$ cat src/rtl/lsu_pkg.sv
// Shared types and constants for the load/store unit.
//   state_t      : sequencer states
//   F3_*         : fun3 encodings for access width/sign
//   STRB_*       : byte-strobe constants
package lsu_pkg;

  localparam int unsigned XLEN  = 32;
  localparam int unsigned STRBW = XLEN / 8;
  localparam int unsigned CNT_W = 16;

  typedef enum logic [1:0] {
    ST_IDLE = 2'd0,
    ST_REQ  = 2'd1,
    ST_DONE = 2'd2
  } state_t;

  localparam logic [2:0] F3_B  = 3'b000;
  localparam logic [2:0] F3_H  = 3'b001;
  localparam logic [2:0] F3_W  = 3'b010;
  localparam logic [2:0] F3_BU = 3'b100;
  localparam logic [2:0] F3_HU = 3'b101;

  localparam logic [STRBW-1:0] STRB_NONE = 4'b0000;
  localparam logic [STRBW-1:0] STRB_BYTE = 4'b0001;
  localparam logic [STRBW-1:0] STRB_LO   = 4'b0011;
  localparam logic [STRBW-1:0] STRB_HI   = 4'b1100;
  localparam logic [STRBW-1:0] STRB_ALL  = 4'b1111;

endpackage

$ cat src/rtl/lsu_bus_if.sv
// Request/acknowledge data-memory bus.
//   req/we/addr/wdata/wstrb : driven by the LSU (master)
//   ack/rdata               : driven by memory (slave); rdata valid with ack
interface lsu_bus_if;
  import lsu_pkg::*;

  logic             req;
  logic             we;
  logic [XLEN-1:0]  addr;
  logic [XLEN-1:0]  wdata;
  logic [STRBW-1:0] wstrb;
  logic             ack;
  logic [XLEN-1:0]  rdata;

  modport master (output req, we, addr, wdata, wstrb, input ack, rdata);
  modport slave  (input req, we, addr, wdata, wstrb, output ack, rdata);
endinterface

$ cat src/rtl/lsu_load_align.sv
// Load formatting: selects the byte/half lane from a bus word and
// sign- or zero-extends it according to fun3.
//   word    : raw 32-bit bus word
//   addr_lo : byte offset addr[1:0]
//   fun3    : access width/sign
//   value   : formatted 32-bit load result
module lsu_load_align
  import lsu_pkg::*;
(
  input  logic [XLEN-1:0] word,
  input  logic [1:0]      addr_lo,
  input  logic [2:0]      fun3,
  output logic [XLEN-1:0] value
);

  logic [XLEN-1:0] shifted;
  logic [7:0]      byte_v;
  logic [15:0]     half_v;

  always_comb begin
    shifted = word >> {addr_lo, 3'b000};
    byte_v  = shifted[7:0];
    half_v  = addr_lo[1] ? word[31:16] : word[15:0];
    case (fun3)
      F3_B:    value = {{24{byte_v[7]}}, byte_v};
      F3_H:    value = {{16{half_v[15]}}, half_v};
      F3_BU:   value = {24'd0, byte_v};
      F3_HU:   value = {16'd0, half_v};
      default: value = word;
    endcase
  end

endmodule

$ cat src/rtl/lsu_controller.sv
// Multi-cycle load/store sequencer between the core and the memory bus.
//   clk, rst            : clock, async active-high reset
//   load/store/mem_en   : control-unit strobes; start = mem_en & (load|store)
//   fun3, addr, wdata   : access width/sign, byte address, store data
//   stall               : holds the core while an access is in flight
//   rdata               : formatted load data, valid in DONE, held afterwards
//   misalign, fault     : one-cycle pulses for rejected/failed accesses
//   bus                 : master side of the req/ack memory bus
// misalign/fault are registered: a rejection in IDLE pulses on the following
// cycle; a timeout pulses in the DONE cycle.
module lsu_controller
  import lsu_pkg::*;
#(
  parameter int unsigned TIMEOUT_CYC = 256
)
(
  input  logic            clk,
  input  logic            rst,
  input  logic            load,
  input  logic            store,
  input  logic            mem_en,
  input  logic [2:0]      fun3,
  input  logic [XLEN-1:0] addr,
  input  logic [XLEN-1:0] wdata,
  output logic            stall,
  output logic [XLEN-1:0] rdata,
  output logic            misalign,
  output logic            fault,
  lsu_bus_if.master       bus
);

  localparam logic [CNT_W-1:0] TMO_LAST = CNT_W'(TIMEOUT_CYC - 1);

  state_t           state_q, state_d;
  logic [CNT_W-1:0] cnt_q;
  logic             req_q, we_q;
  logic [XLEN-1:0]  addr_q, wdata_q;
  logic [STRBW-1:0] wstrb_q;
  logic [2:0]       f3_q;
  logic [1:0]       lo_q;

  logic             start, f3_legal, misaligned;
  logic             accept, mis_d, fault_d, capture, timeout, stall_c;
  logic [STRBW-1:0] lane_strb;
  logic [XLEN-1:0]  lane_wdata;
  logic [XLEN-1:0]  load_val;

  assign start = mem_en & (load | store);

  // Width/sign legality; unsigned variants exist only for loads.
  always_comb begin
    f3_legal = 1'b0;
    case (fun3)
      F3_B, F3_H, F3_W: f3_legal = 1'b1;
      F3_BU, F3_HU:     f3_legal = load;
      default:          f3_legal = 1'b0;
    endcase
  end

  // Natural-alignment check.
  always_comb begin
    misaligned = 1'b0;
    case (fun3)
      F3_H, F3_HU: misaligned = addr[0];
      F3_W:        misaligned = |addr[1:0];
      default:     misaligned = 1'b0;
    endcase
  end

  // Store lane placement: data replicated so any lane carries the value.
  always_comb begin
    lane_strb  = STRB_ALL;
    lane_wdata = wdata;
    case (fun3)
      F3_B: begin
        lane_strb  = STRB_BYTE << addr[1:0];
        lane_wdata = {4{wdata[7:0]}};
      end
      F3_H: begin
        lane_strb  = addr[1] ? STRB_HI : STRB_LO;
        lane_wdata = {2{wdata[15:0]}};
      end
      default: begin
        lane_strb  = STRB_ALL;
        lane_wdata = wdata;
      end
    endcase
  end

  // Next-state and control decode.
  always_comb begin
    state_d = state_q;
    accept  = 1'b0;
    mis_d   = 1'b0;
    fault_d = 1'b0;
    capture = 1'b0;
    timeout = 1'b0;
    stall_c = 1'b0;
    case (state_q)
      ST_IDLE: begin
        if (start) begin
          if (!f3_legal || (load && store)) begin
            fault_d = 1'b1;
          end else if (misaligned) begin
            mis_d = 1'b1;
          end else begin
            accept  = 1'b1;
            stall_c = 1'b1;
            state_d = ST_REQ;
          end
        end
      end
      ST_REQ: begin
        stall_c = 1'b1;
        if (bus.ack) begin
          capture = 1'b1;
          state_d = ST_DONE;
        end else if (cnt_q == TMO_LAST) begin
          timeout = 1'b1;
          fault_d = 1'b1;
          state_d = ST_DONE;
        end
      end
      ST_DONE: state_d = ST_IDLE;
      default: state_d = ST_IDLE;
    endcase
  end

  // Reset gates stall directly so it drops without waiting for a clock edge.
  assign stall = stall_c & ~rst;

  lsu_load_align u_load_align (
    .word    (bus.rdata),
    .addr_lo (lo_q),
    .fun3    (f3_q),
    .value   (load_val)
  );

  // State register and latched access.
  always_ff @(posedge clk or posedge rst) begin
    if (rst) begin
      state_q  <= ST_IDLE;
      cnt_q    <= '0;
      req_q    <= 1'b0;
      we_q     <= 1'b0;
      addr_q   <= '0;
      wdata_q  <= '0;
      wstrb_q  <= '0;
      f3_q     <= '0;
      lo_q     <= '0;
      rdata    <= '0;
      misalign <= 1'b0;
      fault    <= 1'b0;
    end else begin
      state_q  <= state_d;
      req_q    <= (state_d == ST_REQ);
      misalign <= mis_d;
      fault    <= fault_d;
      if (accept) begin
        we_q    <= store;
        addr_q  <= {addr[XLEN-1:2], 2'b00};
        wdata_q <= lane_wdata;
        wstrb_q <= store ? lane_strb : STRB_NONE;
        f3_q    <= fun3;
        lo_q    <= addr[1:0];
        cnt_q   <= '0;
      end else if (state_q == ST_REQ) begin
        cnt_q <= cnt_q + CNT_W'(1);
      end
      if (capture && !we_q) rdata <= load_val;
      if (timeout)          rdata <= '0;
    end
  end

  assign bus.req   = req_q;
  assign bus.we    = we_q;
  assign bus.addr  = addr_q;
  assign bus.wdata = wdata_q;
  assign bus.wstrb = wstrb_q;

endmodule

$ cat src/flat_wrapper.sv
// flat-port wrapper written by rule: the top's interface ports become plain ports
module lsu_controller_flat import lsu_pkg::*;
#(
  parameter int unsigned TIMEOUT_CYC = 256
)
  (clk, rst, load, store, mem_en, fun3, addr, wdata, stall, rdata, misalign, fault, bus_req, bus_we, bus_addr, bus_wdata, bus_wstrb, bus_ack, bus_rdata);
  lsu_bus_if bus_i ();
  input  logic clk;
  input  logic rst;
  input  logic load;
  input  logic store;
  input  logic mem_en;
  input  logic [2:0] fun3;
  input  logic [XLEN-1:0] addr;
  input  logic [XLEN-1:0] wdata;
  output logic stall;
  output logic [XLEN-1:0] rdata;
  output logic misalign;
  output logic fault;
  output wire logic [$bits(bus_i.req)-1:0] bus_req;
  output wire logic [$bits(bus_i.we)-1:0] bus_we;
  output wire logic [$bits(bus_i.addr)-1:0] bus_addr;
  output wire logic [$bits(bus_i.wdata)-1:0] bus_wdata;
  output wire logic [$bits(bus_i.wstrb)-1:0] bus_wstrb;
  input wire logic [$bits(bus_i.ack)-1:0] bus_ack;
  input wire logic [$bits(bus_i.rdata)-1:0] bus_rdata;
  assign bus_req = bus_i.req;
  assign bus_we = bus_i.we;
  assign bus_addr = bus_i.addr;
  assign bus_wdata = bus_i.wdata;
  assign bus_wstrb = bus_i.wstrb;
  assign bus_i.ack = bus_ack;
  assign bus_i.rdata = bus_rdata;
  lsu_controller #(.TIMEOUT_CYC(TIMEOUT_CYC)) u_core (.clk(clk), .rst(rst), .load(load), .store(store), .mem_en(mem_en), .fun3(fun3), .addr(addr), .wdata(wdata), .stall(stall), .rdata(rdata), .misalign(misalign), .fault(fault), .bus(bus_i));
endmodule
$ cat config.mk
export PLATFORM = sky130hd
export DESIGN_NAME = lsu_controller_flat
export DESIGN_NICKNAME = d
export VERILOG_FILES = /design/src/rtl/lsu_pkg.sv /design/src/rtl/lsu_bus_if.sv /design/src/rtl/lsu_load_align.sv /design/src/rtl/lsu_controller.sv /design/src/flat_wrapper.sv
export SDC_FILE = /design/constraint.sdc
export NUM_CORES = 1
export LEC_CHECK = 0
export ABC_CLOCK_PERIOD_IN_PS = 5000
export CAP_MARGIN = 20
export CORE_MARGIN = 2
export CORE_UTILIZATION = 46
export DETAILED_ROUTE_END_ITERATION = 10
export GPL_TIMING_DRIVEN = 0
export PLACE_DENSITY = 0.81
export SLEW_MARGIN = 15
export SYNTH_ARGS = -nofsm -noshare
export SYNTH_HDL_FRONTEND = slang
export SYNTH_HIERARCHICAL = 1
export SYNTH_SLANG_ARGS = --single-unit
export TNS_END_PERCENT = 50
$ cat constraint.sdc
create_clock -name clk -period 5 [get_ports clk]
set_input_delay 1 -clock clk [delete_from_list [all_inputs] [get_ports clk]]
set_output_delay 1 -clock clk [all_outputs]
set_load 0.1 [all_outputs]
# Word level (Yosys, flattened, before mapping)
# Index checks and enable logic that the tools add are counted.
op_classes:
  n_bitwise: 4
  n_addsub: 1
  muxes: 35
  shifts: 2
  eq_ne: 10
  reduce_logical: 14
ops:
  columns: ["cell", "count"]
  rows:
  - ["$pmux 32 s4", 1]
  - ["$mux 32", 2]
  - ["$pmux 32 s2", 1]
  - ["$mux 16", 3]
  - ["$shr 32x5->8", 1]
  - ["$add 16x1->16 const B", 1]
  - ["$eq 16x8->1 const B", 1]
  - ["$mux 1", 15]
  - ["$eq 3x3->1 const B", 4]
  - ["$mux 2", 5]
  - ["$mux 4", 2]
  - ["$pmux 1 s2", 4]
  - ["$pmux 4 s2", 1]
  - ["$eq 3x1->1 const B", 2]
  - ["$logic_not 3->1", 2]
  - ["$reduce_or 2->1", 3]
  - ["$eq 2x1->1 const B", 2]
  - ["$pmux 2 s2", 1]
  - ["$reduce_bool 2->1", 2]
  - ["$shl 1x2->4 const A", 1]
  - ["$eq 3x2->1 const B", 1]
  - ["$reduce_or 3->1", 1]
  - ["$and 1x1->1", 2]
  - ["$logic_and 1x1->1", 2]
  - ["other kinds (5)", 6]
totals:
  register_bits: 125
  input_bits: 105
  output_inout_bits: 105

# Logic depth before layout (Yosys ltp)
# Gate-level depths: netlist (run 1).
logic_depth:
  ltp_word: 9
  depth_mapped: 7
  depth_no_buf: 5

# Cells and area by module
# Netlist (run 1), hierarchy kept.
by_module_without_submodules:
  columns: ["mod", "seq_area_each_um2", "area_each_um2", "cells_each", "instances"]
  rows:
  - ["lsu_controller", 3128.0, 5545.3, 433, 1]
  - ["lsu_load_align", 0.0, 799.5, 118, 1]

# Least setup slack after synthesis (run 1)
# Ideal clock, no wire load.
synth_path:
  path_type: "input-to-output"
  start: "in fun3[2]"
  end: "out stall"
  arrival_time_ps: 4405
  stages: 5
  setup_slack_ps: -405
  required_time_ps: 4000
  cell_sequence: "buf_2 -> or2_1 -> a221o_1 -> o31ai_1 -> nor3b_1"
synth_between:
  elab_chain_cells: 9
  elab_cells_between_ends: 17
synth_lines:
  columns: ["element", "line", "text"]
  rows:
  - ["from (decl)", "flat_wrapper.sv:13", "input logic [2:0] fun3;"]
  - ["$eq 3x2->1 (tied with other cells)", "lsu_controller.sv:53, lsu_controller.sv:63", null]
  - ["$reduce_or 3->1 or $reduce_or 2->1 (tied branches)", "lsu_controller.sv:53", "case (fun3)"]
  - ["$pmux 1 s2", "lsu_controller.sv:53", null]
  - ["$logic_not 1->1", "lsu_controller.sv:102", "if (!f3_legal || (load && store)) begin"]
  - ["$logic_or 1x1->1", "lsu_controller.sv:102", null]
  - ["$mux 1 *", "lsu_controller.sv:102", null]
  - ["$mux 1 *", "lsu_controller.sv:101", "if (start) begin"]
  - ["$pmux 1 s2 *", "lsu_controller.sv:99", "case (state_q)"]
  - ["$and 1x1->1 *", "lsu_controller.sv:130", "assign stall = stall_c & ~rst;"]
  - ["to (decl)", "flat_wrapper.sv:16", "output logic stall;"]
# Mark *: on every way between the ends. The rest lies on a longest branch, timed or not.

# Final worst setup path (run 1)
layout_path:
  start: "in fun3[1]"
  end: "out stall"
# Same word-level chain as after synthesis.

==> results of run 1 <==
## per-layer routing
layer | up-vias | share of wire | GRT usage
li1 | 2414 | - | -
met1 | 2545 | 0.39 | 0.287
met2 | 255 | 0.48 | 0.408
met3 | 36 | 0.10 | 0.0996
met4 | 2 | 0.020 | 0.0898
met5 | - | 0.00091 | 0
## worst max path at each step
stage	start	end	slack, ns	cells past startpoint
finish	fun3[1]	stall	0.46	7
global route	fun3[1]	stall	0.31	7
CTS	fun3[1]	stall	0.05	7
detailed placement	fun3[1]	stall	-0.25	7
global placement	rst	u_core/bus.wdata[18]$_DFFE_PP0N_	-1.00	2
floorplan	fun3[2]	stall	0.58	5
## flip-flops by register name, indices dropped and copies added (netlist names), 2 cells and up
register,flops
u_core/rdata,32
u_core/bus.wstrb,4
u_core/state_q,2
u_core/bus.wdata,32
u_core/f3_q,3
u_core/cnt_q,16
u_core/lo_q,2
u_core/bus.addr,30
## timing repair
| item | in CTS | in global routing |
|---|---|---|
| endpoints found under the setup margin | 1 | 1 |
| setup buffers | 0 | 0 |
| resized for setup | 1 | 2 |
## synthesized netlist by cell type (all sizes together) (9+ instances only)
cell type / n
a221o: 9
buf: 26
dfrtp: 125
nor2b: 10
nand3b: 9
mux2: 89
nor2: 55
inv: 9
mux2i: 56
nand2: 39
a21oi: 20
clkbuf: 13
## logic make-up (layout without fill, tap and decap cells)
kind of cell    count (synthesis)  count (layout)  share of synthesized area
simple gates                  153             153                      0.121
mux                           146             146                      0.250
flops                         125             125                      0.493
compound gates                 69              69                     0.0799
buf+inv                        48             286                     0.0428
xor+xnor                        8               8                     0.0110
fa+ha+maj                       1               1                    0.00197
other cells                     1               2                   0.000591
## cells in the final DEF, fill, tap and decap left out, types with 13 or more instances in the layout
master,instances
a21oi_1,20
buf_2,13
clkbuf_1,17
clkbuf_16,17
clkdlybuf4s50_1,205
dfrtp_1,125
mux2_1,37
mux2_2,52
mux2i_1,56
nand2_1,39
nor2_1,55
## area by class of cell
type / instances / area, um2 / share of cell area
clock inverter: 7 / 135 / 0.0146
tap: 176 / 220 / 0.0237
timing repair buffer: 207 / 2080 / 0.225
multi-input combinational: 379 / 2950 / 0.318
inverter: 9 / 38.8 / 0.00418
buffer: 39 / 238 / 0.0256
sequential: 125 / 3130 / 0.337
clock buffer: 24 / 482 / 0.0519
## stage by stage
| step | cell area, um2 | cells | TNS, ns | worst slack (ns) |
|---|---|---|---|---|
| floorplan | 6350 | 552 | 0 | 0.580 |
| global placement | 8640 | 934 | -124.50 | -1.00 |
| detailed placement | 8670 | 935 | -0.247 | -0.247 |
| CTS | 9280 | 966 | 0 | 0.0486 |
| global route | 9280 | 966 | 0 | 0.306 |
| finish | 9280 | 966 | 0 | 0.464 |
## worst max-delay path, stage by stage
cell and delay, ns:
clkdlybuf4s50_1 0.50, clkbuf_1 0.33, nand3b_1 0.18, o211ai_1 0.24
o31ai_1 0.55, nor3b_2 0.25, clkbuf_2 0.47
==> key figures, run 1 <==
Worst setup path
  – R2r setup slk: 2.55 ns
  – Worst r2r src: u_core/cnt_q[0]$_DFFE_PP0P_
  – Crit start category: input pin
  – Worst Setup End Kind: output port
  – CP Class: input pin to output port
  – Worst path required time: around 4.0 ns
  – Critical path arrival: 3.54 ns
  – Reg2reg end: u_core/rdata[19]$_DFFE_PP0P_
  – Worst R2R Path Depth: 6
  – Critical Path Fanout Max: 10

Cells and area
  – Final-layout fill cell count: 970
  – Synth-to-Final Area Change: 46.3%
  – Antenna cells: 0
  – Layout Utilization: 0.695
  – NumNets Final: 884
  – Share of cells above drive strength 1: 0.151

CTS
  – TritonCTS buffer count: 17
  – CTS Sinks: around 130
  – H-tree level count: 4
  – Clock transition at path regs: around 0.050 ns
  – CTS root buf: clkbuf_16
  – CTS Buffer Depth: 2
  – Hold buffer count at cts: 0
  – Clock Latency Late Sink: roughly 0.42 ns
  – CTS tree: built

Timing
  – Final hold violation count: 0
  – Min Hold Slack: 0.469 ns
  – Relative slew slack: 0.276
  – Final critical-path required period: between 4 and 5 ns
  – Final setup violation count: 0
  – Measured slew at the worst slew-check pin: 1.08 ns
  – RSZ-0062 raised after global routing: no
  – Final Skew: 0.00978 ns
  – Fin crit share: 0.907
  – Pins Over Slew Limit: 0
  – F_max: approximately 220 MHz

Route
  – DRC errors left: 0
  – Initial DRT Pass Iterations: 6
  – Final ANT Viol Nets: 0
  – Via count: 5252
  – WL final: 17.6 mm
  – DR WL/cell: about 18 um
  – Initial DRC count: 389
  – Via density: between 5 and 6

Synthesis
  – Synth area leaders: dfrtp_1 49%, mux2_2 9.2%, mux2i_1 8.8%, mux2_1 6.6%, nor2_1 3.3%
  – Number of synthesized flops with an enable pin: 0
  – Syn_area_per_cell: 11.5 um2
  – Synth Cell Area: 0.00634 mm2
  – FF+latch count, synth: 125
  – Syn. warnings: 6
  – Top_reg_cell synth: dfrtp_1
  – Share of the synthesized area in the top cell type: 0.493
  – Area leader, netlist: dfrtp_1
  – Async S/R FF share, synth: 1.00
  – Yosys cell types: 53
  – Post-Syn Instances: 551
  – Seq/Total Area, Yosys: 0.493

Floorplanning
  – Initial Utilization: 0.475
  – Die area: ~0.015 mm2
  – Core box area: 0.0133 mm2
  – Row count: 42
  – # IOs: 210
  – Die span in x: 121 um
  – Die Height: 121 um

Min path
  – Worst Hold Launch: u_core/cnt_q[15]$_DFFE_PP0P_
  – Hold Path Depth: 1
  – Worst min path class: register to register
  – Worst Hold Endpoint: u_core/cnt_q[15]$_DFFE_PP0P_

Place
  – DP HPWL: roughly 13 mm
  – Port Buffers: 206
  – GP Congestion: 0.877

GRT
  – Initial antenna violation count: 1
  – Number of global-route vias before repair: roughly 5500
  – First-pass GRT wire length: between 20 and 30 mm
  – GRT Residual Overflow: 0
  – Largest net degree at the start of global routing: 81
  – GR Util All Layers: 0.246

Run
  – Max-cap viol count: 0

Status
  – Status: completed
Power of run 1 is not shown: default switching activity piles up to over one toggle a cycle in this logic, so the estimate is an artifact.
==> inputs of run 2 (changes only) <==
--- a/config.mk
+++ b/config.mk
@@ -10,6 +10,7 @@
 export CORE_MARGIN = 2
 export CORE_UTILIZATION = 46
 export DETAILED_ROUTE_END_ITERATION = 10
+export GPL_ROUTABILITY_DRIVEN = 1
 export GPL_TIMING_DRIVEN = 0
 export PLACE_DENSITY = 0.81
 export SLEW_MARGIN = 15
==> results of run 2 <==
Final layout, timing and power as in run 1 (identical DEF).
Power of run 2 is left out for the same reason.
